File: src/rtl/ps2_mouse_tx.sv
// PS/2 mouse device-side transmitter: turns toggle-qualified 3-byte mouse events
// into 11-bit PS/2 frames (status, X, Y), yielding to host clock inhibit.
module ps2_mouse_tx #(
  parameter int unsigned HALF_PERIOD = 2000,
  parameter int unsigned GAP_HALVES  = 4
) (
  input  logic        clk,
  input  logic        reset,
  input  logic [24:0] ps2_mouse,
  input  logic        ps2_clk_in,
  output logic        ps2_clk_out,
  output logic        ps2_data_out,
  output logic        busy,
  output logic        overflow
);

  typedef enum logic [2:0] {
    S_IDLE    = 3'd0,
    S_INHIBIT = 3'd1,
    S_HIGH    = 3'd2,
    S_LOW     = 3'd3,
    S_GAP     = 3'd4
  } state_t;

  localparam logic [15:0] HALF_LOAD  = 16'(HALF_PERIOD - 32'd1);
  localparam logic [15:0] GAP_LOAD   = 16'(GAP_HALVES * HALF_PERIOD - 32'd1);
  localparam logic [3:0]  BIT_PARITY = 4'd9;
  localparam logic [3:0]  BIT_STOP   = 4'd10;
  localparam logic [1:0]  BYTE_LAST  = 2'd2;

  function automatic logic odd_parity(input logic [7:0] b);
    return ~^b;
  endfunction

  function automatic logic [7:0] pkt_byte(input logic [23:0] p, input logic [1:0] idx);
    logic [7:0] v;
    case (idx)
      2'd0:    v = p[7:0];
      2'd1:    v = p[15:8];
      2'd2:    v = p[23:16];
      default: v = 8'h00;
    endcase
    return v;
  endfunction

  // Bit 0 is the start bit, 1..8 carry data LSB first, then parity and stop.
  function automatic logic frame_bit(input logic [7:0] b, input logic [3:0] idx);
    logic v;
    case (idx)
      4'd0:    v = 1'b0;
      4'd9:    v = odd_parity(b);
      4'd10:   v = 1'b1;
      default: v = ((idx >= 4'd1) && (idx <= 4'd8)) ? b[3'(idx - 4'd1)] : 1'b1;
    endcase
    return v;
  endfunction

  logic        r_clk_meta;
  logic        r_clk_s;
  logic        r_tog;
  logic        r_armed;
  logic [23:0] r_pend;
  logic        r_pend_full;
  logic [23:0] r_active;
  state_t      r_state;
  state_t      w_state_nxt;
  logic [15:0] r_cnt;
  logic [15:0] w_cnt_nxt;
  logic [3:0]  r_bit;
  logic [3:0]  w_bit_nxt;
  logic [1:0]  r_byte;
  logic [1:0]  w_byte_nxt;
  logic        r_clk_out;
  logic        r_data_out;
  logic        r_busy;
  logic        r_overflow;

  logic        w_event;
  logic        w_take;
  logic        w_overwrite;
  logic        w_pend_full_nxt;
  logic        w_cnt_done;
  logic [23:0] w_pkt_src;
  logic        w_clk_out_nxt;
  logic        w_data_out_nxt;

  // The idle bus level is high, so the synchroniser resets to 1.
  always_ff @(posedge clk or posedge reset) begin
    if (reset) begin
      r_clk_meta <= 1'b1;
      r_clk_s    <= 1'b1;
    end else begin
      r_clk_meta <= ps2_clk_in;
      r_clk_s    <= r_clk_meta;
    end
  end

  always_ff @(posedge clk or posedge reset) begin
    if (reset) begin
      r_tog   <= 1'b0;
      r_armed <= 1'b0;
    end else begin
      r_tog   <= ps2_mouse[24];
      r_armed <= 1'b1;
    end
  end

  always_comb begin
    w_event         = r_armed & (ps2_mouse[24] ^ r_tog);
    w_take          = (r_state == S_IDLE) & r_pend_full;
    w_overwrite     = w_event & r_pend_full & ~w_take;
    w_pend_full_nxt = w_event | (r_pend_full & ~w_take);
    w_pkt_src       = w_take ? r_pend : r_active;
    w_cnt_done      = (r_cnt == 16'd0);
  end

  // A new event may land in the slot on the same cycle the old one is taken.
  always_ff @(posedge clk or posedge reset) begin
    if (reset) begin
      r_pend      <= 24'd0;
      r_pend_full <= 1'b0;
      r_active    <= 24'd0;
    end else begin
      if (w_event) begin
        r_pend <= ps2_mouse[23:0];
      end
      r_pend_full <= w_pend_full_nxt;
      if (w_take) begin
        r_active <= r_pend;
      end
    end
  end

  always_ff @(posedge clk or posedge reset) begin
    if (reset) begin
      r_state <= S_IDLE;
      r_cnt   <= 16'd0;
      r_bit   <= 4'd0;
      r_byte  <= 2'd0;
    end else begin
      r_state <= w_state_nxt;
      r_cnt   <= w_cnt_nxt;
      r_bit   <= w_bit_nxt;
      r_byte  <= w_byte_nxt;
    end
  end

  always_comb begin
    w_state_nxt = r_state;
    w_bit_nxt   = r_bit;
    w_byte_nxt  = r_byte;
    case (r_state)
      S_IDLE: begin
        if (w_take) begin
          w_byte_nxt = 2'd0;
          w_bit_nxt  = 4'd0;
          if (r_clk_s) begin
            w_state_nxt = S_HIGH;
          end else begin
            w_state_nxt = S_INHIBIT;
          end
        end else begin
          w_state_nxt = S_IDLE;
        end
      end
      S_INHIBIT: begin
        if (r_clk_s) begin
          w_state_nxt = S_HIGH;
          w_bit_nxt   = 4'd0;
        end else begin
          w_state_nxt = S_INHIBIT;
        end
      end
      S_HIGH: begin
        // Host may only abort up to the last data bit; the whole packet restarts.
        if (w_cnt_done) begin
          if (!r_clk_s && (r_bit < BIT_PARITY)) begin
            w_state_nxt = S_INHIBIT;
            w_byte_nxt  = 2'd0;
            w_bit_nxt   = 4'd0;
          end else begin
            w_state_nxt = S_LOW;
          end
        end else begin
          w_state_nxt = S_HIGH;
        end
      end
      S_LOW: begin
        if (w_cnt_done) begin
          if (r_bit == BIT_STOP) begin
            w_state_nxt = S_GAP;
          end else begin
            w_state_nxt = S_HIGH;
            w_bit_nxt   = r_bit + 4'd1;
          end
        end else begin
          w_state_nxt = S_LOW;
        end
      end
      S_GAP: begin
        if (w_cnt_done) begin
          if (r_byte == BYTE_LAST) begin
            w_state_nxt = S_IDLE;
          end else begin
            w_byte_nxt = r_byte + 2'd1;
            w_bit_nxt  = 4'd0;
            if (r_clk_s) begin
              w_state_nxt = S_HIGH;
            end else begin
              w_state_nxt = S_INHIBIT;
            end
          end
        end else begin
          w_state_nxt = S_GAP;
        end
      end
      default: begin
        w_state_nxt = S_IDLE;
        w_bit_nxt   = 4'd0;
        w_byte_nxt  = 2'd0;
      end
    endcase
    // Reloading on every state change keeps each phase exact, with no drift.
    if (w_state_nxt != r_state) begin
      if (w_state_nxt == S_GAP) begin
        w_cnt_nxt = GAP_LOAD;
      end else begin
        w_cnt_nxt = HALF_LOAD;
      end
    end else if (w_cnt_done) begin
      w_cnt_nxt = 16'd0;
    end else begin
      w_cnt_nxt = r_cnt - 16'd1;
    end
  end

  // Line levels are derived from the next state so the registered pins line up with it.
  always_comb begin
    w_clk_out_nxt  = 1'b1;
    w_data_out_nxt = 1'b1;
    case (w_state_nxt)
      S_HIGH: begin
        w_clk_out_nxt  = 1'b1;
        w_data_out_nxt = frame_bit(pkt_byte(w_pkt_src, w_byte_nxt), w_bit_nxt);
      end
      S_LOW: begin
        w_clk_out_nxt  = 1'b0;
        w_data_out_nxt = frame_bit(pkt_byte(w_pkt_src, w_byte_nxt), w_bit_nxt);
      end
      default: begin
        w_clk_out_nxt  = 1'b1;
        w_data_out_nxt = 1'b1;
      end
    endcase
  end

  always_ff @(posedge clk or posedge reset) begin
    if (reset) begin
      r_clk_out  <= 1'b1;
      r_data_out <= 1'b1;
      r_busy     <= 1'b0;
      r_overflow <= 1'b0;
    end else begin
      r_clk_out  <= w_clk_out_nxt;
      r_data_out <= w_data_out_nxt;
      r_busy     <= (w_state_nxt != S_IDLE) | w_pend_full_nxt;
      r_overflow <= w_overwrite;
    end
  end

  assign ps2_clk_out  = r_clk_out;
  assign ps2_data_out = r_data_out;
  assign busy         = r_busy;
  assign overflow     = r_overflow;

endmodule

File: config.mk
export PLATFORM = sky130hd
export DESIGN_NAME = ps2_mouse_tx
export DESIGN_NICKNAME = d
export VERILOG_FILES = /design/src/rtl/ps2_mouse_tx.sv
export SDC_FILE = /design/constraint.sdc
export NUM_CORES = 1
export LEC_CHECK = 0
export BUFFER_PORTS_ARGS = -buffer_cell sky130_fd_sc_hd__buf_4
export CAP_MARGIN = 15
export CORE_ASPECT_RATIO = 1.5
export CORE_UTILIZATION = 30
export CTS_BUF_LIST = sky130_fd_sc_hd__clkbuf_8
export DETAILED_ROUTE_END_ITERATION = 6
export PLACE_DENSITY = 0.51
export SYNTH_ARGS = -nofsm -noshare
export SYNTH_HDL_FRONTEND = slang
export SYNTH_SLANG_ARGS = --single-unit
File: constraint.sdc
create_clock -name clk -period 4.4 [get_ports clk]
set_input_delay 0.22 -clock clk [delete_from_list [all_inputs] [get_ports clk]]
set_output_delay 0.22 -clock clk [all_outputs]
set_load 0.02 [all_outputs]
==> results_tabular.tex <==
\begin{tabular}{lr}
\hline
Metric & Value \\
\hline
\multicolumn{2}{l}{\textbf{Power}} \\
Combinational fraction of design power & 0.349 \\
P\_leak & 0.00207 uW \\
Worst-case vdd ir drop & 221 uV \\
Pwr Density & 501 nW/um\^{}2 \\
Net load switching power & 808 uW \\
Cell Int Power & 1690 uW \\
Switching power as a share of total power & 0.324 \\
Sequential fraction of design power & 0.419 \\
Fraction of power consumed by the clock network & 0.232 \\
\multicolumn{2}{l}{\textbf{Die}} \\
Num rows & 53 \\
Floorplan Core Area & 14000 um\^{}2 \\
Die X & 99.6 um \\
Starting density of the core & 0.306 \\
Top-level port count & 32 \\
Die area & 14800 um\^{}2 \\
Die span in y & 148 um \\
\multicolumn{2}{l}{\textbf{Finish}} \\
Fill cells & 1410 \\
Commonest cells after routing, fill and taps aside & dfrtp\_1 (78), mux2\_2 (44), buf\_4 (37), nor2\_1 (22), nand2\_1 (20) \\
Share of final-layout standard cells stronger than drive strength 1 & 0.307 \\
Register cell area after layout & 2060 um\^{}2 \\
Final core utilization & 0.356 \\
NumNets Final & 445 \\
Layout-stage area growth over the synthesis result & 16.2\% \\
Area used by multi-input combinational logic & 2090 um\^{}2 \\
Most common cell after layout, fill and taps aside & dfrtp\_1 \\
Ant diodes & 0 \\
Finished Layout Cells & 602 \\
\multicolumn{2}{l}{\textbf{Synth}} \\
Ys async rst share & 1.00 \\
Share of the synthesized area in the top cell type & 0.455 \\
Post-synthesis instance area & 4290 um\^{}2 \\
Number of flops mapped to enable cells by yosys & 0 \\
Number of instances in the synthesized netlist & 371 \\
Fraction of the yosys area taken by sequential cells & 0.480 \\
Number of unique standard cell types used by synthesis & 71 \\
Yosys warning total & 0 \\
Number of storage elements in the synthesis netlist & 82 \\
Most used DFF post-synth & dfrtp\_1 \\
Number of nets produced by synthesis & 409 \\
Synthesized area divided by synthesized cell count & 11.6 um\^{}2 \\
Leading area contributor after synthesis & dfrtp\_1 \\
Main area contributors after synthesis & dfrtp\_1 (46\%), mux2\_2 (12\%), ha\_1 (2.9\%), xnor2\_1 (2.9\%), dfstp\_2 (2.5\%) \\
\multicolumn{2}{l}{\textbf{Global routing}} \\
Largest net degree at the start of global routing & 44 \\
Global-route wire length before repair & 15100 um \\
GRT Overall Usage & 0.132 \\
Initial antenna violation count & 0 \\
Residual overflow from global routing & 0 \\
Vias in the first global route & 3171 \\
\multicolumn{2}{l}{\textbf{Critical path}} \\
CP most frequent cell & ha\_1 \\
Critical Path, Cell by Cell & inv\_1 > ha\_1 > or4b\_1 > or4\_1 > o21ai\_4 > o21ai\_0 > a22oi\_1 > ha\_1 > or3\_1 > o311a\_2 > a2111oi\_4 > o32ai\_2 \\
Type of element launching the critical path & register \\
Largest stage delay on the critical path & 0.64 ns \\
CP Depth & 12 \\
Family with the most delay on the worst path & simple AND/OR/NAND/NOR gates \\
Top fanout value on the critical path & 8 \\
Worst path required time & 4.67 ns \\
Type of destination of the critical path & register \\
Reg2reg path depth & 12 \\
CP arrival & 4.22 ns \\
Critical path class & register to register \\
Cell with the biggest individual delay on the critical path & or4\_1 \\
Number of buffer and inverter instances along the worst setup path & 1 \\
\multicolumn{2}{l}{\textbf{STA}} \\
Final setup violation count & 0 \\
Fin crit period & 3.95 ns \\
Hold Vio Cnt, Final & 0 \\
Worst hold slack & 0.0980 ns \\
Skew final & 0.00655 ns \\
Number of max-slew violations in the final report & 0 \\
Portion of the clock cycle consumed by the worst path in the final layout & 0.898 \\
Maximum achievable frequency & 253 MHz \\
Worst max-slew margin expressed relative to the limit & 0.522 \\
Worst slew pin tran & 0.717 ns \\
Setup TNS Final & 0 ns \\
Setup repair after global routing missed its margin & no \\
\multicolumn{2}{l}{\textbf{Clock network}} \\
Clock-pin slew reported for the worst setup and hold paths after clock tree synthesis & 0.08 ns \\
Clock latency on the worst-skew pair & 0.35 ns \\
Number of H-tree levels & 3 \\
Root Buffer & clkbuf\_8 \\
Clock tree from TritonCTS & built \\
Clock buffer count from CTS & 9 \\
Largest buffer count on any clock path & 2 \\
Sink count of the clock tree & 82 \\
\multicolumn{2}{l}{\textbf{Status}} \\
Outcome & finished clean \\
\multicolumn{2}{l}{\textbf{Placement}} \\
Number of buffer cells added on primary ports & 31 \\
Placed cell count & 585 \\
Post-detailed-placement half-perimeter wirelength & 6660 um \\
Placer Congestion & 0.833 \\
\multicolumn{2}{l}{\textbf{Detailed routing}} \\
TritonRoute pass-1 iters & 4 \\
DRT Wirelength & 8920 um \\
Initial DRC count & 100 \\
DRC Markers & 0 \\
Via-per-instance ratio & 4.80 \\
Via count & 2887 \\
Number of antenna-violating nets in the routed design & 0 \\
Per-cell routed wire length & 14.8 um \\
\multicolumn{2}{l}{\textbf{Flow run}} \\
Max Cap Viol & 0 \\
\multicolumn{2}{l}{\textbf{Worst hold path}} \\
Worst Hold Class & input pin to register \\
Number of stages on the worst hold path & 2 \\
\hline
\end{tabular}
final timing paths:
check / slack [ns] / start / end
worst min register to register: 0.36 / r_clk_meta / r_clk_s
worst max-delay path: 0.45 / r_cnt[0] / ps2_data_out
worst min-delay path: 0.1 / ps2_mouse[4] / r_pend[4]
worst max register to register: 0.45 / r_cnt[0] / ps2_data_out
min in group asynchronous: 0.52 / reset / busy
max in group asynchronous: 2.88 / reset / ps2_data_out
stage by stage:
stage	setup slack [ns]	cell area (um^2)	power, uW
after floorplan	0.707	4290	1710
after global placement	0.548	4740	1930
after detailed placement	0.459	4740	1940
after CTS	0.426	4980	2540
after global routing	0.188	4980	2670
final	0.451	4980	2500
Yosys cell counts (4+ instances only):
cell type,instances
dfrtp_1,78
mux2_2,44
nor2_1,22
nand2_1,20
o21ai_0,19
inv_1,18
xnor2_1,14
a21oi_1,12
clkbuf_1,10
ha_1,10
mux2i_1,10
xor2_1,9
nand3_1,8
nor3_1,8
a21o_1,4
dfstp_2,4
nor2b_1,4
nor4_1,4
cells by family after synthesis:
kind of cell | count (synthesis) | share of synthesized area
buffers and inverters | 35 | 0.0353
XOR/XNOR | 25 | 0.0560
AND/OR/NAND/NOR | 87 | 0.111
adder cells (fa/ha/maj) | 10 | 0.0292
AO/OA/AOI/OAI | 75 | 0.143
other | 1 | 0.000875
flip-flops | 82 | 0.480
multiplexers | 56 | 0.145
area by class of cell:
| type | count | area share |
|---|---|---|
| Clock buffer | 9 | 0.0249 |
| Clock inverter | 5 | 0.0163 |
| Tap cell | 192 | 0.0482 |
| Timing Repair Buffer | 40 | 0.0618 |
| Inverter | 20 | 0.0153 |
| Multi-Input combinational cell | 254 | 0.420 |
| Sequential cell | 82 | 0.413 |
what timing repair did:
action                                 CTS  global route
setup endpoints to repair                0             0
buffers inserted                         0             0
endpoints found under the hold margin   42             0
hold buffers                             3             0
gates resized for setup                  0             0
worst reg2reg max path, stage by stage, from the launching register on:
cell,delay [ns]
dfrtp_1,0.41
inv_1,0.11
ha_1,0.16
or4b_1,0.58
or4_1,0.64
o21ai_4,0.26
o21ai_0,0.12
a22oi_1,0.25
ha_1,0.33
or3_1,0.38
o311a_2,0.16
a2111oi_4,0.36
o32ai_2,0.12
per-layer routing:
layer / GRT usage / wire length [um]
met4: 0.0691 / 273
met1: 0.139 / 3540
met5: 0 / 0
met3: 0.0273 / 202
met2: 0.245 / 4910
flip-flops by register name, summed over array words and instances, names as in the netlist:
name / cells
busy: 1
overflow: 1
ps2_clk_out: 1
ps2_data_out: 1
r_active: 24
r_armed: 1
r_bit: 4
r_byte: 2
r_clk_meta: 1
r_clk_s: 1
r_cnt: 16
r_pend: 24
r_pend_full: 1
r_state: 3
r_tog: 1
power groups by stage:
stage / Combinational [uW] / Clock [uW] / Sequential [uW]
3_5_place_dp: 878 / 0 / 1060
6_report: 871 / 579 / 1040
2_1_floorplan: 687 / 0 / 1030
3_3_place_gp: 876 / 0 / 1060
5_1_grt: 967 / 633 / 1070
4_1_cts: 890 / 608 / 1050
Power figures use the tool's default switching activity.
